===== config.mk =====
export PLATFORM = sky130hd
export DESIGN_NAME = train_feeder
export DESIGN_NICKNAME = d
export VERILOG_FILES = /design/src/rtl/nn_pkg.sv /design/src/rtl/sample_mem.sv /design/src/rtl/train_feeder.sv
export SDC_FILE = /design/constraint.sdc
export NUM_CORES = 2
export LEC_CHECK = 0
export CAP_MARGIN = 20
export CORE_MARGIN = 1.5
export CORE_UTILIZATION = 40
export CTS_BUF_LIST = sky130_fd_sc_hd__clkbuf_16
export CTS_CLUSTER_DIAMETER = 30
export CTS_CLUSTER_SIZE = 14
export DETAILED_ROUTE_END_ITERATION = 8
export MAX_ROUTING_LAYER = met4
export REMOVE_ABC_BUFFERS = 1
export SLEW_MARGIN = 20
export SYNTH_ARGS = -nofsm -noshare
export SYNTH_HDL_FRONTEND = slang
export SYNTH_SLANG_ARGS = --single-unit

===== constraint.sdc =====
create_clock -name clk -period 6.4 [get_ports clk]
set_input_delay 0.96 -clock clk [delete_from_list [all_inputs] [get_ports clk]]
set_output_delay 0.96 -clock clk [all_outputs]
set_load 0.05 [all_outputs]

===== src/rtl/nn_pkg.sv =====
// Shared types for the Architecture network and its feeder.
// Q8.8 words, feature vectors and the feeder state encoding.
package nn_pkg;

  localparam int FX_W  = 16;
  localparam int VEC_N = 6;

  typedef logic [FX_W-1:0] fx_t;
  typedef fx_t [VEC_N-1:0] vec_t;

  localparam fx_t LR_MIN = 16'h0001;
  localparam fx_t Q_ONE  = 16'h0100;

  typedef enum logic [2:0] {
    S_IDLE,
    S_LOAD,
    S_ISSUE,
    S_WAIT_ACK,
    S_WAIT_DONE,
    S_NEXT,
    S_FINISH
  } feed_state_t;

endpackage


===== src/rtl/sample_mem.sv =====
// Sample store: one write port, one registered read port.
// Contents are not reset; only the read register is.
module sample_mem #(
  parameter int DEPTH = 32,
  parameter int W     = 112,
  localparam int AW   = $clog2(DEPTH)
) (
  input  logic          clk,
  input  logic          rst,
  input  logic          we,
  input  logic [AW-1:0] waddr,
  input  logic [W-1:0]  wdata,
  input  logic          re,
  input  logic [AW-1:0] raddr,
  output logic [W-1:0]  rdata
);

  logic [W-1:0] mem [DEPTH];

  always_ff @(posedge clk) begin
    if (we) mem[waddr] <= wdata;
  end

  always_ff @(posedge clk) begin
    if (rst)     rdata <= '0;
    else if (re) rdata <= mem[raddr];
  end

endmodule


===== src/rtl/train_feeder.sv =====
// Streams stored samples into the network with TR/VL pulses,
// waits on S_Train, counts errors and decays the learning rate.
module train_feeder
  import nn_pkg::*;
#(
  parameter int NX      = 6,
  parameter int BITS    = 16,
  parameter int DEPTH   = 32,
  parameter int TIMEOUT = 1024,
  localparam int AW     = $clog2(DEPTH),
  localparam int CW     = AW + 1
) (
  input  logic             clk,
  input  logic             rst,
  input  logic             wr_en,
  input  logic [AW-1:0]    wr_addr,
  input  logic [NX*BITS-1:0] wr_x,
  input  logic [BITS-1:0]  wr_y,
  input  logic             start,
  input  logic             mode,
  input  logic [CW-1:0]    n_samples,
  input  logic [7:0]       n_epochs,
  input  logic [BITS-1:0]  lr_init,
  output logic [NX*BITS-1:0] x,
  output logic [BITS-1:0]  y,
  output logic [BITS-1:0]  lr,
  output logic             TR,
  output logic             VL,
  input  logic             S_Train,
  input  logic             S_Error,
  input  logic             yhat,
  output logic             busy,
  output logic             done,
  output logic             timeout,
  output logic [CW-1:0]    err_cnt,
  output logic [7:0]       epoch
);

  localparam int W  = NX*BITS + BITS;
  localparam int TW = $clog2(TIMEOUT + 1);

  feed_state_t state, state_n;

  logic          mode_q;
  logic [CW-1:0] nsamp_q;
  logic [7:0]    nep_q;
  logic [AW-1:0] idx;
  logic [TW-1:0] wcnt;
  logic [W-1:0]  rd;

  logic          tmo;
  logic          err_hit;
  logic          last;
  logic          stop;
  logic [7:0]    ep_n;
  logic [BITS-1:0] lr_half;

  sample_mem #(
    .DEPTH(DEPTH),
    .W(W)
  ) u_mem (
    .clk(clk),
    .rst(rst),
    .we(wr_en && state == S_IDLE),
    .waddr(wr_addr),
    .wdata({wr_x, wr_y}),
    .re(state == S_LOAD),
    .raddr(idx),
    .rdata(rd)
  );

  assign x = rd[W-1:BITS];
  assign y = rd[BITS-1:0];

  assign busy = state != S_IDLE;
  assign done = state == S_FINISH;

  always_comb begin
    tmo     = wcnt == TW'(TIMEOUT);
    err_hit = mode_q ? (yhat != (y != '0)) : S_Error;
    last    = {1'b0, idx} >= nsamp_q - CW'(1);
    ep_n    = epoch + 8'd1;
    stop    = (ep_n == nep_q) || (!mode_q && err_cnt == '0);
    // halve, but never let a nonzero rate reach zero
    if (lr == '0)
      lr_half = '0;
    else if (lr[BITS-1:1] == '0)
      lr_half = BITS'(LR_MIN);
    else
      lr_half = lr >> 1;
  end

  always_comb begin
    state_n = state;
    TR      = 1'b0;
    VL      = 1'b0;
    unique case (state)
      S_IDLE: if (start) state_n = S_LOAD;
      S_LOAD: state_n = S_ISSUE;
      S_ISSUE: begin
        TR      = !mode_q;
        VL      = mode_q;
        state_n = S_WAIT_ACK;
      end
      S_WAIT_ACK: begin
        if (S_Train)  state_n = S_WAIT_DONE;
        else if (tmo) state_n = S_FINISH;
      end
      S_WAIT_DONE: begin
        if (!S_Train) state_n = S_NEXT;
        else if (tmo) state_n = S_FINISH;
      end
      S_NEXT: begin
        if (last && stop) state_n = S_FINISH;
        else              state_n = S_LOAD;
      end
      S_FINISH: state_n = S_IDLE;
      default:  state_n = S_IDLE;
    endcase
  end

  always_ff @(posedge clk) begin
    if (rst) begin
      state   <= S_IDLE;
      mode_q  <= 1'b0;
      nsamp_q <= '0;
      nep_q   <= '0;
      idx     <= '0;
      wcnt    <= '0;
      lr      <= '0;
      timeout <= 1'b0;
      err_cnt <= '0;
      epoch   <= '0;
    end else begin
      state <= state_n;
      unique case (state)
        S_IDLE: begin
          if (start) begin
            mode_q  <= mode;
            nsamp_q <= n_samples;
            nep_q   <= n_epochs;
            lr      <= lr_init;
            idx     <= '0;
            epoch   <= '0;
            err_cnt <= '0;
            timeout <= 1'b0;
          end
        end
        S_ISSUE: wcnt <= '0;
        S_WAIT_ACK: begin
          if (S_Train) wcnt <= '0;
          else begin
            wcnt <= wcnt + TW'(1);
            if (tmo) timeout <= 1'b1;
          end
        end
        S_WAIT_DONE: begin
          if (!S_Train) begin
            if (err_hit && err_cnt != '1)
              err_cnt <= err_cnt + CW'(1);
          end else begin
            wcnt <= wcnt + TW'(1);
            if (tmo) timeout <= 1'b1;
          end
        end
        S_NEXT: begin
          if (!last) begin
            idx <= idx + AW'(1);
          end else begin
            epoch <= ep_n;
            idx   <= '0;
            if (!stop) begin
              err_cnt <= '0;
              lr      <= lr_half;
            end
          end
        end
        default: ;
      endcase
    end
  end

endmodule


==> flow_summary.json <==
{
  "status": "finished clean",
  "peakVddDrop_uv": 277,
  "clk_pin_slew_ns": 0.05,
  "drc": 0,
  "cp.required_ns": 7.04,
  "power.density_nw_per_um2": 372,
  "fin_nets": 6959,
  "period_share": 0.652,
  "vias_per_cell": 5.65,
  "critPathMaxFanout": 55,
  "clock.fmax_mhz": 240,
  "wl_met3_um": 25900,
  "cp_slowest_cell": "nor2_4",
  "cp-end-kind": "register",
  "antenna_left": 0,
  "tritoncts": "built",
  "synth_area_leader_cell": "edfxtp_1",
  "root_buffer": "clkbuf_16",
  "place_area_um2": 153000,
  "wl_met2_um": 184000,
  "io_pins": 302,
  "dr.pass1.iters": 5,
  "wirelength_um": 372000,
  "syn_avg_cell_area_um2": 23.9,
  "num_vias": 68753,
  "synth_top_area_frac": 0.754,
  "whs_ns": 0.398,
  "stdcell_area_um2": 176000,
  "row_count": 219,
  "drtIter0Drc": 7000,
  "ctsResizeCount": 0,
  "synth_ff_type": "edfxtp_1",
  "die-height_um": 600,
  "htreeDepth": 6,
  "cts.sinks": 3761,
  "worst_pin_slew_ns": 1.14,
  "die_area_um2": 360000,
  "grtUsageTotal": 0.211,
  "rsz0062_at_grt": "no",
  "start_util": 0.402,
  "grt_pass1_wl_um": 526000,
  "period_needed_ns": 4.17,
  "antenna_found_initial": 52,
  "min_path_type": "in -> reg",
  "async_flop_share": 0,
  "grt.overflow.total": 0,
  "worst_path_largest_cell_delay_ns": 0.82,
  "final_common_cell": "edfxtp_1",
  "coreArea_um2": 355000,
  "post-cts-setup-buffer-count": 0,
  "ys_seq_area_frac": 0.779,
  "relSlewSlack": 0.239,
  "grt_max_degree": 111,
  "cap_violations": 0,
  "start_kind": "register",
  "synth_area_leaders": "edfxtp_1 (75%), mux4_2 (18%), dfxtp_1 (2.5%)",
  "setup-tns-final_ns": 0,
  "path_class": "reg -> reg",
  "io_buffers": 301,
  "cts_hold_buf": 0,
  "setup_viol": 0,
  "top_layer_used": "met4",
  "p_leak_nw": 54.5,
  "finClkSkew_ns": 0.0668,
  "first_global_vias": 71123,
  "final_cell_mix": "edfxtp_1 (3584), mux4_2 (1120), clkbuf_16 (696), clkdlybuf4s50_1 (246), dfxtp_1 (172)",
  "routedWlPerCell_um": 30.6,
  "hold_viol": 0,
  "crit_path_cell_trace": "nor3_1, nand2_1, nor2_1, nand3_1, nor2_4, buf_12",
  "slew_viol_final": 0,
  "place_congestion": 0.786,
  "synthDistinctLibCells": 64,
  "synth_warnings": 0,
  "syn_to_final_growth_pct": 23.7,
  "fp.dieW_um": 600,
  "synthCells": 5967,
  "netlist_area_um2": 143000,
  "cts_buffers": 688,
  "ys_seq_elements": 3761,
  "final_layout_size_suffix_gt1_frac": 0.339,
  "hpwl_um": 188000,
  "crit_arrival_ns": 4.81,
  "clock_latency_ns": 1.04,
  "met1Wirelength_um": 154000,
  "synth_edf_count": 3584,
  "cts_buffer_depth": 4
}
worst max-delay path, delay by kind of cell (launching register included):
kind | cells | cell delay (ns)
and+or+nand+nor | 5 | 2.68
buffers and inverters | 1 | 0.52
DFF | 1 | 0.48
flip-flops by register name, summed over array words and instances, names as in the netlist:
name and flops:
epoch 8, state 3, lr 16, u_mem.mem 3584, nep_q 8, err_cnt 6, nsamp_q 6, mode_q 1
timeout 1, wcnt 11, idx 5, u_mem.rdata 112
cells in the mapped netlist (4+ instances only):
cell	number
nand4_1	7
clkbuf_1	169
dfxtp_1	177
o21ai_0	19
a22oi_1	4
nor3b_1	6
xor2_1	13
a211oi_1	115
nor2b_1	5
edfxtp_1	3584
nor2_1	192
nand3_1	16
nor3_1	4
mux4_2	1120
buf_2	105
ha_1	12
buf_4	4
nand2_1	77
and3_1	7
a211oi_2	4
nor4_1	10
o31ai_1	5
a21oi_1	49
nor4b_1	4
a311oi_2	10
nand3b_1	6
inv_1	12
a31oi_1	6
buf_1	53
xnor2_1	9
mux2i_1	114
and2_1	4
layer usage:
metal  track usage  vias to the layer above
met1         0.282                    37637
met4        0.0526                        0
met3        0.0370                      598
met2         0.336                     2795
li1              -                    27723
met5             -                        -
cell families (layout without fill, tap and decap cells):
group | count (synthesis) | in the layout | share of synthesized area
other cells | 0 | 26 | 0
fa+ha+maj | 12 | 12 | 0.00105
simple gates | 361 | 361 | 0.0114
buf+inv | 344 | 1760 | 0.0101
xor+xnor | 22 | 22 | 0.00135
flops | 3761 | 3761 | 0.779
mux | 1234 | 1234 | 0.185
compound gates | 233 | 233 | 0.0122
stage by stage:
stage / power, mW / instances / utilization / worst slack [ns]
floorplan: 28.7 / 5635 / - / -32.43
global placement: 29.5 / 10850 / 0.430 / 1.82
detailed placement: 29.6 / 10850 / 0.430 / 1.90
CTS: 66.2 / 12131 / 0.497 / 2.25
global route: 67.4 / 12156 / 0.497 / 2.06
finish: 65.7 / 12160 / 0.497 / 2.23
path summary, 6_finish.rpt:
path	startpoint	endpoint	slack (ns)	cells after the start
setup / recovery	state[2]$_SDFFE_PP0N_	u_mem.mem[24][14]$_DFFE_PP_	2.23	6
hold reg to reg	nep_q[0]$_SDFFE_PP0P_	nep_q[0]$_SDFFE_PP0P_	0.47	2
hold / removal	rst	idx[0]$_SDFFE_PP0P_	0.40	2
setup reg to reg	state[2]$_SDFFE_PP0N_	u_mem.mem[24][14]$_DFFE_PP_	2.23	6
layout make-up:
type,count,area [um^2]
fillers,27856,179000
inverters,12,45.0
multi-input cells,1862,30300
clock inverters,585,6460
flip-flops and latches,3761,111000
diodes,26,65.1
repair buffers,467,5030
well taps,4751,5940
clock buffers,696,17400
where the power goes:
group	leakage, nW	internal, mW	total (mW)	switching (mW)
logic	9.06	0.444	1.67	1.22
registers	33.7	27.3	27.4	0.150
clock network	11.7	24.0	36.6	12.7
Note: power is estimated with default switching activity, not from simulation.
